## config.mk

```make
export PLATFORM = sky130hd
export DESIGN_NAME = tx_buffer
export DESIGN_NICKNAME = d
export VERILOG_FILES = /design/src/rtl/tx_buffer_pkg.sv /design/src/rtl/tx_fifo.sv /design/src/rtl/tx_buffer.sv
export SDC_FILE = /design/constraint.sdc
export NUM_CORES = 1
export LEC_CHECK = 0
export ABC_AREA = 0
export BUFFER_PORTS_ARGS = -buffer_cell sky130_fd_sc_hd__buf_2
export CAP_MARGIN = 30
export CORE_ASPECT_RATIO = 1.75
export CORE_MARGIN = 10
export CORE_UTILIZATION = 59
export CTS_CLUSTER_DIAMETER = 100
export DETAILED_ROUTE_END_ITERATION = 10
export HOLD_SLACK_MARGIN = 0.06
export PLACE_DENSITY = 0.78
export SLEW_MARGIN = 25
export SYNTH_ARGS = -nofsm -noshare
export SYNTH_HDL_FRONTEND = slang
export SYNTH_SLANG_ARGS = --single-unit
```

## constraint.sdc

```tcl
create_clock -name clk -period 2.4 [get_ports clk]
set_input_delay 0.48 -clock clk [delete_from_list [all_inputs] [get_ports clk]]
set_output_delay 0.48 -clock clk [all_outputs]
set_load 0.05 [all_outputs]
```

## src/rtl/tx_buffer_pkg.sv

```systemverilog
// Shared types and line levels for the tx_buffer transmit path.
package tx_buffer_pkg;

    typedef enum logic [2:0] {
        IDLE,
        START,
        DATA,
        PARITY,
        STOP
    } tx_state_t;

    localparam logic IDLE_LEVEL  = 1'b1;
    localparam logic START_LEVEL = 1'b0;
    localparam logic STOP_LEVEL  = 1'b1;

endpackage

```

## src/rtl/tx_fifo.sv

```systemverilog
// Synchronous FIFO feeding the serialiser; head word is visible on rd_data.
// Pushes while full and pops while empty are ignored.
module tx_fifo
    import tx_buffer_pkg::*;
#(
    parameter int unsigned DATA_W = 8,
    parameter int unsigned DEPTH  = 4
) (
    input  logic                     clk,
    input  logic                     reset,
    input  logic                     push,
    input  logic                     pop,
    input  logic [DATA_W-1:0]        wr_data,
    output logic [DATA_W-1:0]        rd_data,
    output logic                     full,
    output logic                     empty,
    output logic [$clog2(DEPTH):0]   count
);

    localparam int unsigned AW = $clog2(DEPTH);
    localparam int unsigned CW = AW + 1;

    logic [DATA_W-1:0] mem [DEPTH];
    logic [AW-1:0]     wr_ptr;
    logic [AW-1:0]     rd_ptr;
    logic              do_push;
    logic              do_pop;
    logic [CW-1:0]     count_next;

    assign do_push = push && !full;
    assign do_pop  = pop && !empty;
    assign rd_data = mem[rd_ptr];

    always_comb begin
        count_next = count;
        if (do_push && !do_pop) begin
            count_next = count + CW'(1);
        end else if (!do_push && do_pop) begin
            count_next = count - CW'(1);
        end
    end

    // Flags are registered alongside the count so they are glitch-free outputs.
    always_ff @(posedge clk) begin
        if (reset) begin
            wr_ptr <= '0;
            rd_ptr <= '0;
            count  <= '0;
            full   <= 1'b0;
            empty  <= 1'b1;
        end else begin
            if (do_push) wr_ptr <= wr_ptr + AW'(1);
            if (do_pop)  rd_ptr <= rd_ptr + AW'(1);
            count <= count_next;
            full  <= (count_next == CW'(DEPTH));
            empty <= (count_next == '0);
        end
    end

    always_ff @(posedge clk) begin
        if (do_push) mem[wr_ptr] <= wr_data;
    end

endmodule

```

## src/rtl/tx_buffer.sv

```systemverilog
// Byte FIFO plus UART-style serialiser: start, DATA_W bits LSB-first, stop.
// Define TX_PARITY_EN to insert an even parity bit between data and stop.
module tx_buffer
    import tx_buffer_pkg::*;
#(
    parameter int unsigned DATA_W       = 8,
    parameter int unsigned DEPTH        = 4,
    parameter int unsigned CLKS_PER_BIT = 16
) (
    input  logic                     clk,
    input  logic                     reset,
    input  logic [DATA_W-1:0]        data_in,
    input  logic                     tx_buff_ld,
    output logic                     tx_serial,
    output logic                     tx_busy,
    output logic                     buff_full,
    output logic                     buff_empty,
    output logic [$clog2(DEPTH):0]   buff_count,
    output logic                     overflow
);

    localparam int unsigned BW = $clog2(CLKS_PER_BIT);
    localparam int unsigned NW = $clog2(DATA_W);

    tx_state_t         state;
    logic [BW-1:0]     baud_cnt;
    logic [NW-1:0]     bit_cnt;
    logic [DATA_W-1:0] shift;
    logic [DATA_W-1:0] head;
    logic              baud_last;
    logic              pop;
`ifdef TX_PARITY_EN
    logic              parity_bit;
`endif

    assign baud_last = (baud_cnt == BW'(CLKS_PER_BIT - 1));
    assign pop       = !buff_empty && ((state == IDLE) || ((state == STOP) && baud_last));
    // Combinational so the pulse coincides with the rejected load.
    assign overflow  = tx_buff_ld && buff_full;

    tx_fifo #(
        .DATA_W (DATA_W),
        .DEPTH  (DEPTH)
    ) u_fifo (
        .clk     (clk),
        .reset   (reset),
        .push    (tx_buff_ld),
        .pop     (pop),
        .wr_data (data_in),
        .rd_data (head),
        .full    (buff_full),
        .empty   (buff_empty),
        .count   (buff_count)
    );

    // Frame sequencer; a pop from IDLE or the last STOP cycle always starts a frame.
    always_ff @(posedge clk) begin
        if (reset) begin
            state      <= IDLE;
            baud_cnt   <= '0;
            bit_cnt    <= '0;
            shift      <= '0;
            tx_serial  <= IDLE_LEVEL;
            tx_busy    <= 1'b0;
`ifdef TX_PARITY_EN
            parity_bit <= 1'b0;
`endif
        end else begin
            if ((state == IDLE) || baud_last) begin
                baud_cnt <= '0;
            end else begin
                baud_cnt <= baud_cnt + BW'(1);
            end

            if (pop) begin
                shift      <= head;
`ifdef TX_PARITY_EN
                parity_bit <= ^head;
`endif
                state      <= START;
                tx_serial  <= START_LEVEL;
                tx_busy    <= 1'b1;
            end else begin
                case (state)
                    IDLE: begin
                        tx_serial <= IDLE_LEVEL;
                        tx_busy   <= 1'b0;
                    end
                    START: begin
                        if (baud_last) begin
                            state     <= DATA;
                            bit_cnt   <= '0;
                            tx_serial <= shift[0];
                        end
                    end
                    DATA: begin
                        if (baud_last) begin
                            if (bit_cnt == NW'(DATA_W - 1)) begin
`ifdef TX_PARITY_EN
                                state     <= PARITY;
                                tx_serial <= parity_bit;
`else
                                state     <= STOP;
                                tx_serial <= STOP_LEVEL;
`endif
                            end else begin
                                bit_cnt   <= bit_cnt + NW'(1);
                                shift     <= shift >> 1;
                                tx_serial <= shift[1];
                            end
                        end
                    end
`ifdef TX_PARITY_EN
                    PARITY: begin
                        if (baud_last) begin
                            state     <= STOP;
                            tx_serial <= STOP_LEVEL;
                        end
                    end
`endif
                    STOP: begin
                        if (baud_last) begin
                            state   <= IDLE;
                            tx_busy <= 1'b0;
                        end
                    end
                    default: begin
                        state     <= IDLE;
                        tx_serial <= IDLE_LEVEL;
                        tx_busy   <= 1'b0;
                    end
                endcase
            end
        end
    end

endmodule

```

* Yosys cells after proc, flatten, opt, wreduce, memory -nomap -nowiden
Memories as Yosys holds them, arrays and structs flattened. A register that Yosys moved wholly into a read port is not among the register bits.
Index checks and enable logic that the tools add are counted.
** Word-level totals
- Word-level logic and storage cells :: 94
- RAM bits :: 32
- Output and inout bits :: 8
- Memories :: 1
- Register bits :: 29
- Input bits :: 11
** Memories
- u_fifo.mem :: depth 4, width 8, rd ports 1, clocked after Yosys merged registers in 1, wr ports 1, RTL line tx_fifo.sv:23 : logic [DATA_W-1:0] mem [DEPTH];
** Operators by class
- Equality and inequality tests :: 19
- Bitwise gates (word level) :: 2
- Reductions and logical operators :: 27
- Muxes and demuxes :: 27
- Add/subtract/negate cells :: 6
** Operators with widths (count)
- 2-to-1 mux 8 bit :: 4
- 2-to-1 mux 3 bit :: 8
- AND reduction 5 bit :: 3
- inequality test 3 x 2 -> 1 bit (second input constant) :: 4
- case mux 3 bit (4 select lines) :: 1
- inequality test 2 bit (second input constant) :: 5
- == test 3 bit (second input constant) :: 3
- 2-to-1 mux 1 bit :: 9
- inequality test 2 x 1 -> 1 bit (second input constant) :: 4
- logical AND 1 bit :: 7
- adder 3 x 1 -> 3 bit (second input constant) :: 2
- zero test 3 bit :: 2
- case mux 3 bit (2 select lines) :: 1
- AND reduction 3 bit :: 2
- nonzero test 2 bit :: 3
- OR reduction 2 bit :: 3
- adder 2 x 1 -> 2 bit (second input constant) :: 2
- adder 4 x 1 -> 4 bit (second input constant) :: 1
- == test 4 bit (second input constant) :: 1
- zero test 1 bit :: 4
- 2-to-1 mux 2 bit :: 2
- == test 3 x 1 -> 1 bit (second input constant) :: 1
- == test 3 x 2 -> 1 bit (second input constant) :: 1
- case mux 1 bit (3 select lines) :: 1
- other kinds (5) :: 7

* Logic depth before layout (Yosys ltp)
- Word-level depth :: 9
- Gate-level depth with buffers :: 7
- Mapped depth without buffers :: 6

* Cells and area by module
From an unflattened synthesis, not the netlist that was laid out.
** Second synthesis, totals
- Cell total of the unflattened synthesis :: 238
- Area total of the unflattened synthesis :: 2836.5 um^2
** By module, submodules not included
- tx_fifo :: area each 1783.0 um^2, seq. area each 1181.1 um^2, times used 1, cells each 112
- tx_buffer :: area each 1053.5 um^2, seq. area each 400.4 um^2, times used 1, cells each 126

* Least setup slack after synthesis
Ideal clock, no wire load.
- Path type :: register to register
- From :: register u_fifo.count[0]
- To :: register u_fifo.empty
- Required time :: 2341 ps
- Slack :: 494 ps
- Library setup time :: 59 ps
- Data arrival time :: 1848 ps
- Period minus slack after synthesis :: 1906 ps
- Stages on the path, launching flop included :: 7
- Path buffers :: 0
- Path through :: dfxtp_1 > inv_1 > ha_1 > nor3b_2 > a32oi_1 > mux2_4 > o21ba_1
** On the way
- Longest elaborated chain between the ends :: 4
- Elaborated cells on any way between the ends :: 5
- Classes of those cells :: add/sub (2); mux (2); reduce/logical (1)
** RTL lines
- from (decl) :: RTL line tx_fifo.sv:17 : output logic [$clog2(DEPTH):0] count
- from (signal assigned) :: RTL line tx_fifo.sv:54 : count <= count_next;
- subtractor 3 x 1 -> 3 bit :: RTL line tx_fifo.sv:39 : count_next = count - CW'(1);
- 2-to-1 mux 3 bit :: RTL line tx_fifo.sv:38 : end else if (!do_push && do_pop) begin
- 2-to-1 mux 3 bit (*) :: RTL line tx_fifo.sv:36 : if (do_push && !do_pop) begin
- zero test 3 bit (*) :: RTL line tx_fifo.sv:56 : empty <= (count_next == '0);
- to (signal assigned) :: RTL line tx_fifo.sv:56
- to (decl) :: RTL line tx_fifo.sv:16 : output logic empty,
Every way passes the cells marked *; elsewhere a longest branch is shown, timed or not.
A chain may end at the register's enable or synchronous reset.

* Worst setup path after layout
- From :: register baud_cnt[0]
- To :: register u_fifo.empty
** On the way
- Longest elaborated chain between the ends :: 9
- Elaborated cells on any way between the ends :: 11
- Classes of those cells :: eq/ne (1); mux (2); reduce/logical (8)
** RTL lines
- from (decl) :: RTL line tx_buffer.sv:26 : logic [BW-1:0] baud_cnt;
- from (signal assigned) :: RTL line tx_buffer.sv:72 : baud_cnt <= baud_cnt + BW'(1);
- == test 4 bit (*) :: RTL line tx_buffer.sv:36 : assign baud_last = (baud_cnt == BW'(CLKS_PER_BIT - 1));
- logical AND 1 bit (*) :: RTL line tx_buffer.sv:37 : assign pop = !buff_empty && ((state == IDLE) || ((state == STOP) && baud_last));
- logical OR 1 bit (*) :: RTL line tx_buffer.sv:37
- logical AND 1 bit (*) :: RTL line tx_buffer.sv:37
- logical AND 1 bit (*) :: RTL line tx_fifo.sv:31 : assign do_pop = pop && !empty;
- logical AND 1 bit / zero test 1 bit (equally long branches) :: RTL line tx_fifo.sv:38, tx_fifo.sv:36
- 2-to-1 mux 3 bit / logical AND 1 bit (equally long branches) :: RTL line tx_fifo.sv:38, tx_fifo.sv:36
- 2-to-1 mux 3 bit (*) :: RTL line tx_fifo.sv:36
- zero test 3 bit (*) :: RTL line tx_fifo.sv:56
Marked as above.

==> flow_metrics.tcl <==
set metrics [dict create \
    status "complete, no violations" \
    grt_start_max_net_pins 26 \
    crit_type "reg -> reg" \
    rsz0062_at_grt "false" \
    dr.pass1.iters 4 \
    crit_fanout 10 \
    pwr-share-clk_pct 30.7 \
    portBuffers 18 \
    ys_ff_latch 63 \
    synth_seq_area_share_pct 59.1 \
    min_from "data_in[2]" \
    cts_tree "done" \
    grt-ovfl-total 0 \
    layout_commonest_cell "edfxtp_1" \
    detail-route-antenna-nets 0 \
    synth_ff_type "edfxtp_1" \
    setup_viol 0 \
    hp-class "in -> reg" \
    worst_path_dominant_cell_family "compound AO/OA/AOI/OAI gates" \
    drt_iter0_drc 125 \
    fin_crit_sh_pct 80.2 \
    wl_per_cell_um 15.3 \
    post_cts_resized 0 \
    worstSetupStartpointType "flip-flop" \
    antenna_cells 0 \
    path_cells "ha_1, nand3_1, a21oi_2, or3_1, a32oi_1, o21ba_1" \
    worst-path-buf-inv 0 \
    ioPinCount 19 \
    cts_setup_buffers 0 \
    whs_path_depth 1 \
    dp_hpwl_um 3330 \
    min_to "u_fifo.mem[0][2]" \
    clock_path_buffers 2 \
    cts_hold_buf 0 \
    reg2reg_slack_ns 0.47 \
    htreeDepth 3 \
    cp.arrival_ns 2.15 \
    switching_share_pct 31.7 \
    vdd_drop_max_uv 797 \
    syn_area_mm2 0.00267 \
    p_int_mw 2.27 \
    clkSinkCount 63 \
    fp.dieH_um 109 \
    critPathLaunch "baud_cnt[0]" \
    clk_latency_ns 0.33 \
    vias 1688 \
    first_global_vias 1714 \
    slew_headroom_pct 62.3 \
    regToRegStartpoint "baud_cnt[0]" \
    track_usage_pct 12.5 \
    synthesis.nets 238 \
    die_w_um 70.9 \
    core_mm2 0.00440 \
    root_buffer "clkbuf_8" \
    worstRegToRegCells 6 \
    p_switching_mw 1.05 \
    fmax_ghz 0.519 \
    synth_warnings 0 \
    final_cell_mix "32 x edfxtp_1, 31 x dfxtp_1, 26 x nor2_1" \
    rr_endpoint "u_fifo.empty" \
    share_comb_of_total_power_pct 24.9 \
    pwr-share-seq_pct 44.4 \
    start_util_pct 60.7 \
    drive_gt1_share_pct 22.0 \
    setup-tns-final_ns 0 \
    wirelength_um 4520 \
    utilization_pct 68.7 \
    area_growth_pct 13.1 \
    leakage_nw 1.11 \
    clkTransAtPathRegs_ns 0.07 \
    grt_pass1_wl_um 7740 \
    dieArea_mm2 0.00773 \
    grt_antenna_before_repair 0 \
    viasPerCell 5.70 \
    fin_nets 260 \
    worst_pin_slew_ns 0.561 \
    place_congestion 0.790 \
    required_ns 2.63 \
    synth.avg_cell_area_um2 12.3 \
    cts_buffers 9 \
    synth_cell_types 44 \
    cellPowerDensity_mw_per_mm2 1100 \
    finalClockSkew_ns 0.00552 \
    cpPeakStageDelay_ns 0.50 \
    rows 32 \
    drv_slew 0 \
    critical_path.slowest_cell "a21oi_2" \
    synthCells 218 \
    hold_viol 0 \
    finalCriticalPeriod_ns 1.93 \
    crit_path_end_kind "flip-flop" \
    route.detailed.drc 0 \
    synth_edf_count 32 \
    async_flop_share_pct 0 \
    maxCapViolations 0 \
]
how the worst max path moves through the flow:
stage	slack (ns)	endpoint	cells past startpoint
2_1_floorplan	0.49	u_fifo.empty	6
3_3_place_gp	0.57	u_fifo.empty	6
3_5_place_dp	0.49	u_fifo.empty	6
4_1_cts	0.49	u_fifo.empty	6
5_1_grt	0.30	u_fifo.full	6
6_report	0.47	u_fifo.empty	6
routing by layer:
layer,up-vias,global-route usage [%],share of wire [%]
li1,843,-,-
met1,815,11.9,39
met2,25,23.4,56
met3,5,4.28,3.5
met4,0,5.28,1.3
met5,-,0,0
registers in the layout, summed over array words and instances (netlist names), named ones only:
register       cells
u_fifo.mem        32
shift              8
baud_cnt           4
bit_cnt            3
state              3
u_fifo.count       3
u_fifo.rd_ptr      2
u_fifo.wr_ptr      2
tx_busy            1
tx_serial          1
u_fifo.empty       1
u_fifo.full        1
worst register-to-register path, delay by kind of cell, from the launching register on:
| family | cells | cell delay, ns |
|---|---|---|
| and+or+nand+nor | 2 | 0.48 |
| adders and majority gates | 1 | 0.21 |
| AOI/OAI and AO/OA | 3 | 0.79 |
| DFF | 1 | 0.35 |
final cells by class:
class	instances	area (um2)
repair buffers	21	113
clock buffers	9	124
flip-flops and latches	63	1580
well taps	51	63.8
fillers	355	1380
clock inverters	7	104
multi-input cells	136	1000
inverters	9	33.8
cell usage after synthesis (all sizes together) (5+ instances only):
master | instances | share of area, %
o21ai | 10 | 2.0
edfxtp | 32 | 36
mux4 | 8 | 6.7
buf | 7 | 1.6
inv | 9 | 1.3
nor2 | 26 | 3.6
and2 | 6 | 1.4
ha | 9 | 4.2
a21oi | 11 | 2.2
a22oi | 8 | 2.2
nor3 | 9 | 2.1
nand2 | 14 | 2.0
xnor2 | 5 | 1.6
dfxtp | 31 | 23
per-stage QoR:
stage	hold slack (ns)	std cells	setup slack (ns)	power, mW	area, um2
2_1_floorplan	0.418	218	0.494	2.15	2670
3_5_place_dp	0.444	280	0.493	2.34	2800
4_1_cts	0.344	296	0.485	3.35	3020
6_report	0.356	296	0.474	3.32	3020
5_1_grt	0.346	296	0.304	3.51	3020
3_3_place_gp	0.431	280	0.571	2.31	2800
cell families (layout without fill, tap and decap cells):
group	after synthesis	in the layout	share of synthesized area, %
AOI/OAI and AO/OA	40	40	10.0
xor gates and xnor gates	7	7	2.29
adders and majority gates	9	9	4.21
buffers and inverters	19	46	3.28
DFF	63	63	59.1
muxes	10	10	7.67
and+or+nand+nor	70	70	13.4
power by group through the flow:
stage / logic (mW) / registers, mW / clock network (mW)
2_1_floorplan: 0.604 / 1.54 / 0
3_3_place_gp: 0.815 / 1.49 / 0
3_5_place_dp: 0.835 / 1.50 / 0
4_1_cts: 0.840 / 1.48 / 1.04
5_1_grt: 0.919 / 1.50 / 1.09
6_report: 0.827 / 1.47 / 1.02
No activity file was read; power rests on OpenSTA's default activity.
